`src/rtl/bus_uart_pkg.sv`:
```
// Shared definitions for the memory-mapped UART transmitter: register offsets,
// STATUS bit positions and serializer state encoding.
package bus_uart_pkg;

    localparam logic [1:0] REG_TXDATA  = 2'd0;
    localparam logic [1:0] REG_STATUS  = 2'd1;
    localparam logic [1:0] REG_DIVISOR = 2'd2;

    localparam int STAT_BUSY    = 0;
    localparam int STAT_FULL    = 1;
    localparam int STAT_OVF     = 2;
    localparam int STAT_LVL_LSB = 8;

    typedef enum logic [1:0] {
        ST_IDLE,
        ST_START,
        ST_DATA,
        ST_STOP
    } tx_state_e;

endpackage

```
`src/rtl/bus_uart_fifo.sv`:
```
// Transmit byte buffer. With BUS_UART_TX_FIFO_EN defined it is a DEPTH-entry
// circular FIFO; otherwise a single holding register (DEPTH unused).
module bus_uart_fifo #(
    parameter int DEPTH = 8
) (
    input  logic       clk,
    input  logic       rst,
    input  logic       push,
    input  logic       pop,
    input  logic [7:0] din,
    output logic [7:0] dout,
    output logic       full,
    output logic       empty,
    output logic [7:0] level
);

`ifdef BUS_UART_TX_FIFO_EN
    localparam int AW = $clog2(DEPTH);
    localparam logic [AW:0] FULL_LVL = (AW+1)'(DEPTH);

    logic [AW:0] wr_ptr;
    logic [AW:0] rd_ptr;
    logic [AW:0] lvl;
    logic [7:0]  mem [DEPTH];

    // Pointers carry one extra wrap bit so level = wr - rd distinguishes full from empty
    assign lvl   = wr_ptr - rd_ptr;
    assign full  = (lvl == FULL_LVL);
    assign empty = (lvl == '0);
    assign level = 8'(lvl);
    assign dout  = mem[rd_ptr[AW-1:0]];

    always_ff @(posedge clk) begin
        if (rst) begin
            wr_ptr <= '0;
            rd_ptr <= '0;
        end else begin
            if (push && !full) begin
                wr_ptr <= wr_ptr + 1'b1;
            end
            if (pop && !empty) begin
                rd_ptr <= rd_ptr + 1'b1;
            end
        end
    end

    always_ff @(posedge clk) begin
        if (push && !full) begin
            mem[wr_ptr[AW-1:0]] <= din;
        end
    end
`else
    logic       occ;
    logic [7:0] hold;
    logic       unused_depth;

    assign unused_depth = (DEPTH != 0);
    assign dout  = hold;
    assign full  = occ;
    assign empty = !occ;
    assign level = {7'd0, occ};

    always_ff @(posedge clk) begin
        if (rst) begin
            occ <= 1'b0;
        end else if (push && !occ) begin
            occ <= 1'b1;
        end else if (pop && occ) begin
            occ <= 1'b0;
        end
    end

    always_ff @(posedge clk) begin
        if (push && !occ) begin
            hold <= din;
        end
    end
`endif

endmodule

```
`src/rtl/bus_uart_tx.sv`:
```
// Bus-attached 8N1 UART transmitter: address decode, TXDATA/STATUS/DIVISOR
// registers and the serializer FSM. Buffer depth selected by BUS_UART_TX_FIFO_EN.
module bus_uart_tx
    import bus_uart_pkg::*;
#(
    parameter logic [31:0] BASE_ADDR = 32'h10001000,
    parameter logic [15:0] DIV_RESET = 16'd868,
    parameter int          DEPTH     = 8
) (
    input  logic        clk,
    input  logic        rst,
    input  logic        wren,
    input  logic [3:0]  wmask,
    input  logic [31:0] wdata,
    input  logic [31:0] addr,
    output logic [31:0] rdata,
    output logic        tx
);

    function automatic logic [15:0] eff_div(input logic [15:0] d);
        return (d == 16'd0) ? 16'd1 : d;
    endfunction

    logic        sel;
    logic [1:0]  off;
    logic        wr_tx;
    logic        fifo_push;
    logic        fifo_pop;
    logic [7:0]  fifo_dout;
    logic        fifo_full;
    logic        fifo_empty;
    logic [7:0]  fifo_level;
    logic        overflow;
    logic [15:0] divisor;
    logic        busy;
    logic [31:0] status_w;
    logic [31:0] rdata_nx;
    logic        unused_bus;

    tx_state_e   state, state_nx;
    logic [15:0] cnt, cnt_nx;
    logic [2:0]  bit_idx, bit_nx;
    logic [7:0]  shreg, sh_nx;
    logic [15:0] div_lat, dl_nx;

    assign sel        = (addr[31:4] == BASE_ADDR[31:4]);
    assign off        = addr[3:2];
    assign wr_tx      = wren && sel && (off == REG_TXDATA) && wmask[0];
    // Full is the pre-edge value, so a write coinciding with a pop still drops
    assign fifo_push  = wr_tx && !fifo_full;
    assign unused_bus = ^{wmask[3:2], wdata[31:16], addr[1:0]};

    bus_uart_fifo #(.DEPTH(DEPTH)) u_fifo (
        .clk   (clk),
        .rst   (rst),
        .push  (fifo_push),
        .pop   (fifo_pop),
        .din   (wdata[7:0]),
        .dout  (fifo_dout),
        .full  (fifo_full),
        .empty (fifo_empty),
        .level (fifo_level)
    );

    always_ff @(posedge clk) begin
        if (rst) begin
            overflow <= 1'b0;
            divisor  <= DIV_RESET;
        end else begin
            if (wr_tx && fifo_full) begin
                overflow <= 1'b1;
            end else if (wren && sel && (off == REG_STATUS) && wmask[0] && wdata[STAT_OVF]) begin
                overflow <= 1'b0;
            end
            if (wren && sel && (off == REG_DIVISOR)) begin
                if (wmask[0]) divisor[7:0]  <= wdata[7:0];
                if (wmask[1]) divisor[15:8] <= wdata[15:8];
            end
        end
    end

    assign busy = (state != ST_IDLE) || !fifo_empty;

    always_comb begin
        status_w                     = '0;
        status_w[STAT_BUSY]          = busy;
        status_w[STAT_FULL]          = fifo_full;
        status_w[STAT_OVF]           = overflow;
        status_w[STAT_LVL_LSB +: 8]  = fifo_level;
    end

    always_comb begin
        rdata_nx = '0;
        if (sel) begin
            unique case (off)
                REG_STATUS:  rdata_nx = status_w;
                REG_DIVISOR: rdata_nx = {16'd0, divisor};
                default:     rdata_nx = '0;
            endcase
        end
    end

    // Read data registered at the edge that samples addr
    always_ff @(posedge clk) begin
        if (rst) begin
            rdata <= '0;
        end else begin
            rdata <= rdata_nx;
        end
    end

    always_ff @(posedge clk) begin
        if (rst) begin
            state   <= ST_IDLE;
            cnt     <= '0;
            bit_idx <= '0;
        end else begin
            state   <= state_nx;
            cnt     <= cnt_nx;
            bit_idx <= bit_nx;
        end
    end

    always_ff @(posedge clk) begin
        shreg   <= sh_nx;
        div_lat <= dl_nx;
    end

    always_comb begin
        state_nx = state;
        cnt_nx   = cnt;
        bit_nx   = bit_idx;
        sh_nx    = shreg;
        dl_nx    = div_lat;
        fifo_pop = 1'b0;
        unique case (state)
            ST_IDLE: begin
                if (!fifo_empty) begin
                    fifo_pop = 1'b1;
                    sh_nx    = fifo_dout;
                    dl_nx    = eff_div(divisor);
                    cnt_nx   = eff_div(divisor) - 16'd1;
                    state_nx = ST_START;
                end
            end
            ST_START: begin
                if (cnt == 16'd0) begin
                    cnt_nx   = div_lat - 16'd1;
                    bit_nx   = 3'd0;
                    state_nx = ST_DATA;
                end else begin
                    cnt_nx = cnt - 16'd1;
                end
            end
            ST_DATA: begin
                if (cnt == 16'd0) begin
                    cnt_nx = div_lat - 16'd1;
                    if (bit_idx == 3'd7) begin
                        state_nx = ST_STOP;
                    end else begin
                        bit_nx = bit_idx + 3'd1;
                        sh_nx  = shreg >> 1;
                    end
                end else begin
                    cnt_nx = cnt - 16'd1;
                end
            end
            ST_STOP: begin
                if (cnt != 16'd0) begin
                    cnt_nx = cnt - 16'd1;
                end else if (!fifo_empty) begin
                    // Back-to-back frame: no idle cycle between stop and next start
                    fifo_pop = 1'b1;
                    sh_nx    = fifo_dout;
                    dl_nx    = eff_div(divisor);
                    cnt_nx   = eff_div(divisor) - 16'd1;
                    state_nx = ST_START;
                end else begin
                    state_nx = ST_IDLE;
                end
            end
            default: state_nx = ST_IDLE;
        endcase
    end

    always_comb begin
        tx = 1'b1;
        if (state == ST_START) begin
            tx = 1'b0;
        end else if (state == ST_DATA) begin
            tx = shreg[0];
        end
    end

endmodule
```
`config.mk`:
```
export PLATFORM = sky130hd
export DESIGN_NAME = bus_uart_tx
export DESIGN_NICKNAME = d
export VERILOG_FILES = /design/src/rtl/bus_uart_pkg.sv /design/src/rtl/bus_uart_fifo.sv /design/src/rtl/bus_uart_tx.sv
export SDC_FILE = /design/constraint.sdc
export NUM_CORES = 1
export LEC_CHECK = 0
export ABC_AREA = 1
export BUFFER_PORTS_ARGS = -buffer_cell sky130_fd_sc_hd__buf_2
export CAP_MARGIN = 20
export CORE_UTILIZATION = 40
export DETAILED_ROUTE_END_ITERATION = 12
export SLEW_MARGIN = 20
export SYNTH_ARGS = -nofsm -noshare
export SYNTH_HDL_FRONTEND = slang
export SYNTH_SLANG_ARGS = --single-unit
```
`constraint.sdc`:
```
create_clock -name clk -period 3.1 [get_ports clk]
set_input_delay 0.93 -clock clk [delete_from_list [all_inputs] [get_ports clk]]
set_output_delay 0.93 -clock clk [all_outputs]
set_load 0.01 [all_outputs]
```
==> results.toml <==
[global_routing]
busiest_layer = "met2"
first_global_vias = 4542
grt_max_degree = 38
antenna_found_initial = 0
grt.met2_usage_pct = 37.0
grt_use_met1_pct = 25.9
overflow = 0
grt_pass1_wl_mm = 21.8
use_met3_pct = 3.01
track_usage_pct = 20.9

[final_layout]
fin_cells = 940
final_nets = 847
diodes = 0
fillerInstances = 1281
drive_gt1_share_pct = 16.8
seqCellArea_mm2 = 0.00206
multi_input_area_mm2 = 0.00271
post-route-util_pct = 46.8
syn2layout_area_growth_pct = 13.2

[outcome]
status = "finished, final reports clean"

[min_path]
min_path_type = "register to register"

[floorplanning]
die_y_um = 116
rows = 41
dieWidth_um = 116
start_util_pct = 41.3
die_area_mm2 = 0.0136
core_region_area_mm2 = 0.0127
io_pins = 104

[yosys]
syn_area_per_cell_um2 = 7.34
synth_top_family_by_area = "simple AND/OR/NAND/NOR gates"
yosys.area_share.adder_pct = 3.11
synthSimpleGateAreaFrac_pct = 35.0
netlist_instances = 714
synthArstFlopShare_pct = 0
synth_cell_types = 40
synth-main-ff-cell = "dfxtp_1"
ys_ff_latch = 87
synth.cell_area_mm2 = 0.00524
synth_seq_area_share_pct = 39.4
synth_compound_area_share_pct = 8.07
muxShareOfSynthArea_pct = 0
yosys.area_share.xor_xnor_pct = 4.35
yosysWarningCount = 0
synth_edf_count = 32

[clock_tree]
cts.reportedPaths.clkPinSlew_ns = 0.07
clk_latency_ns = 0.34
htree_levels = 3
cts_buffer_depth = 2
cts_tree = "built"
cts_hold_buffers = 0
cts_resized = 0
root_buffer = "clkbuf_16"
numCtsBuffers = 9
postCtsSetupBuffers = 0
cts.sinks = 87

[setup_path]
arrival_ns = 1.71
worstPathRequired_ns = 2.17
path_delay_family = "adder cells"
slowest_delay_ns = 0.47
worst-setup-path-type = "register to primary output"
critPathMaxFanout = 13
worst_setup_path_start_kind = "register"
crit_top_cell = "inv_1"
crit_buf_inv = 3
crit_chain = "inv_1, ha_1, nor2_1, inv_1, nand2_1, buf_2"
slowest_stage = "ha_1"
endpoint_kind = "primary output"

[timing]
fin_crit_ns = 2.64
tightest_slew_ns = 0.669
rsz0062_at_grt = "false"
max_slew_margin_pct = 55.4
setup_violations = 0
finalSetupTns_ns = 0
setup_slack_ns = 0.457
fin_crit_sh_pct = 85.2
fmax_mhz = 378
hold_viol_final = 0
whs_ns = 0.472
slew_violations = 0
finClkSkew_ns = 0.00814

[routing]
initialDrtViolationCount = 247
firstDrtPassIters = 5
avgViaCountPerCell = 5.10
antenna_left = 0
wirelength_mm = 13.4
drc = 0
wl_per_cell_um = 14.3
dr_total_vias = 4798

[power_and_ir_drop]
ir_worst_vdd_v = 0.000286
p_leak_nw = 2.63
p_per_area_mw_per_mm2 = 746

[placed_design]
pre_cts_ws_ns = 0.507
hpwlAfterDp_mm = 10.2
gp_congestion = 0.935
port_buffers = 67
placed_cells = 924

[flow_run]
max-cap-violations = 0
==> Yosys cell counts (4+ instances only) <==
master	number	area (um2)
xnor2_1	8	70.1
nor2_2	10	62.6
nand2_1	176	661
xor2_1	18	158
nor3_1	23	115
buf_2	8	40.0
edfxtp_1	32	961
nor4_1	11	68.8
a21oi_1	35	175
nand4_1	12	75.1
nor2_4	4	45.0
dfxtp_1	55	1100
buf_4	16	120
nand2_4	5	56.3
inv_1	66	248
o21ai_0	16	80.1
nor2_1	81	304
o211ai_1	6	45.0
o21ai_1	7	35.0
ha_1	13	163
nand2_2	5	31.3
nand3_1	54	270
inv_2	5	18.8
clkbuf_1	23	86.3
==> per-layer routing <==
layer  routed length (um)  share of wire [%]
met1                 5900                 44
met2                 6580                 49
met3                  679                5.1
met4                  262                2.0
met5                    0                  0
==> final timing paths <==
kind / startpoint / end / slack, ns / cells after the start
min reg2reg: divisor[14]$_SDFFE_PP0P_ / div_lat[14]$_DFFE_PP_ / 0.47 / 0
min: divisor[14]$_SDFFE_PP0P_ / div_lat[14]$_DFFE_PP_ / 0.47 / 0
max reg2reg: divisor[8]$_SDFFE_PP1P_ / cnt[14]$_SDFF_PP0_ / 0.63 / 15
max: state[0]$_SDFFE_PP0P_ / tx / 0.46 / 6
==> report_power, final <==
group	leakage (nW)	switching (mW)	internal [mW]	total, mW
clock	0.140	0.467	0.630	1.10
combinational	1.76	1.29	0.655	1.94
sequential	0.738	0.0983	1.28	1.38
==> cell type report <==
class,count,area share (%)
multi-input cells,521,45.8
clock buffers,10,3.86
inverters,73,4.62
repair buffers,71,6.16
flip-flops and latches,87,34.8
well taps,172,3.63
clock inverters,6,1.16
==> cell families (layout without fill, tap and decap cells) <==
family,Yosys count,count (layout)
AO/OA/AOI/OAI,74,74
flip-flops,87,87
adder cells (fa/ha/maj),13,13
AND/OR/NAND/NOR,392,392
other,1,16
buffers and inverters,121,160
XOR/XNOR,26,26
==> flip-flops by register name, indices dropped and copies added, names as in the netlist <==
signal and count:
overflow 1, shreg 8, cnt 16, u_fifo.dout 8
rdata 16, divisor 16, state 2, bit_idx 3
div_lat 16, u_fifo.full 1
==> through the flow <==
stage / area [um2] / power, mW
2_1_floorplan: 5290 / 2.90
3_3_place_gp: 5630 / 3.32
3_5_place_dp: 5630 / 3.34
4_1_cts: 5930 / 4.44
5_1_grt: 5930 / 4.70
6_report: 5930 / 4.42
==> cells in the final DEF, fill, tap and decap left out, drive strengths merged, types with 23 or more instances in the layout <==
cell    instances
nand2         186
nor2           96
inv            73
buf            71
dfxtp          55
nand3          55
a21oi          38
edfxtp         32
nor3           25
o21ai          23
No activity file was read; power rests on OpenSTA's default activity.
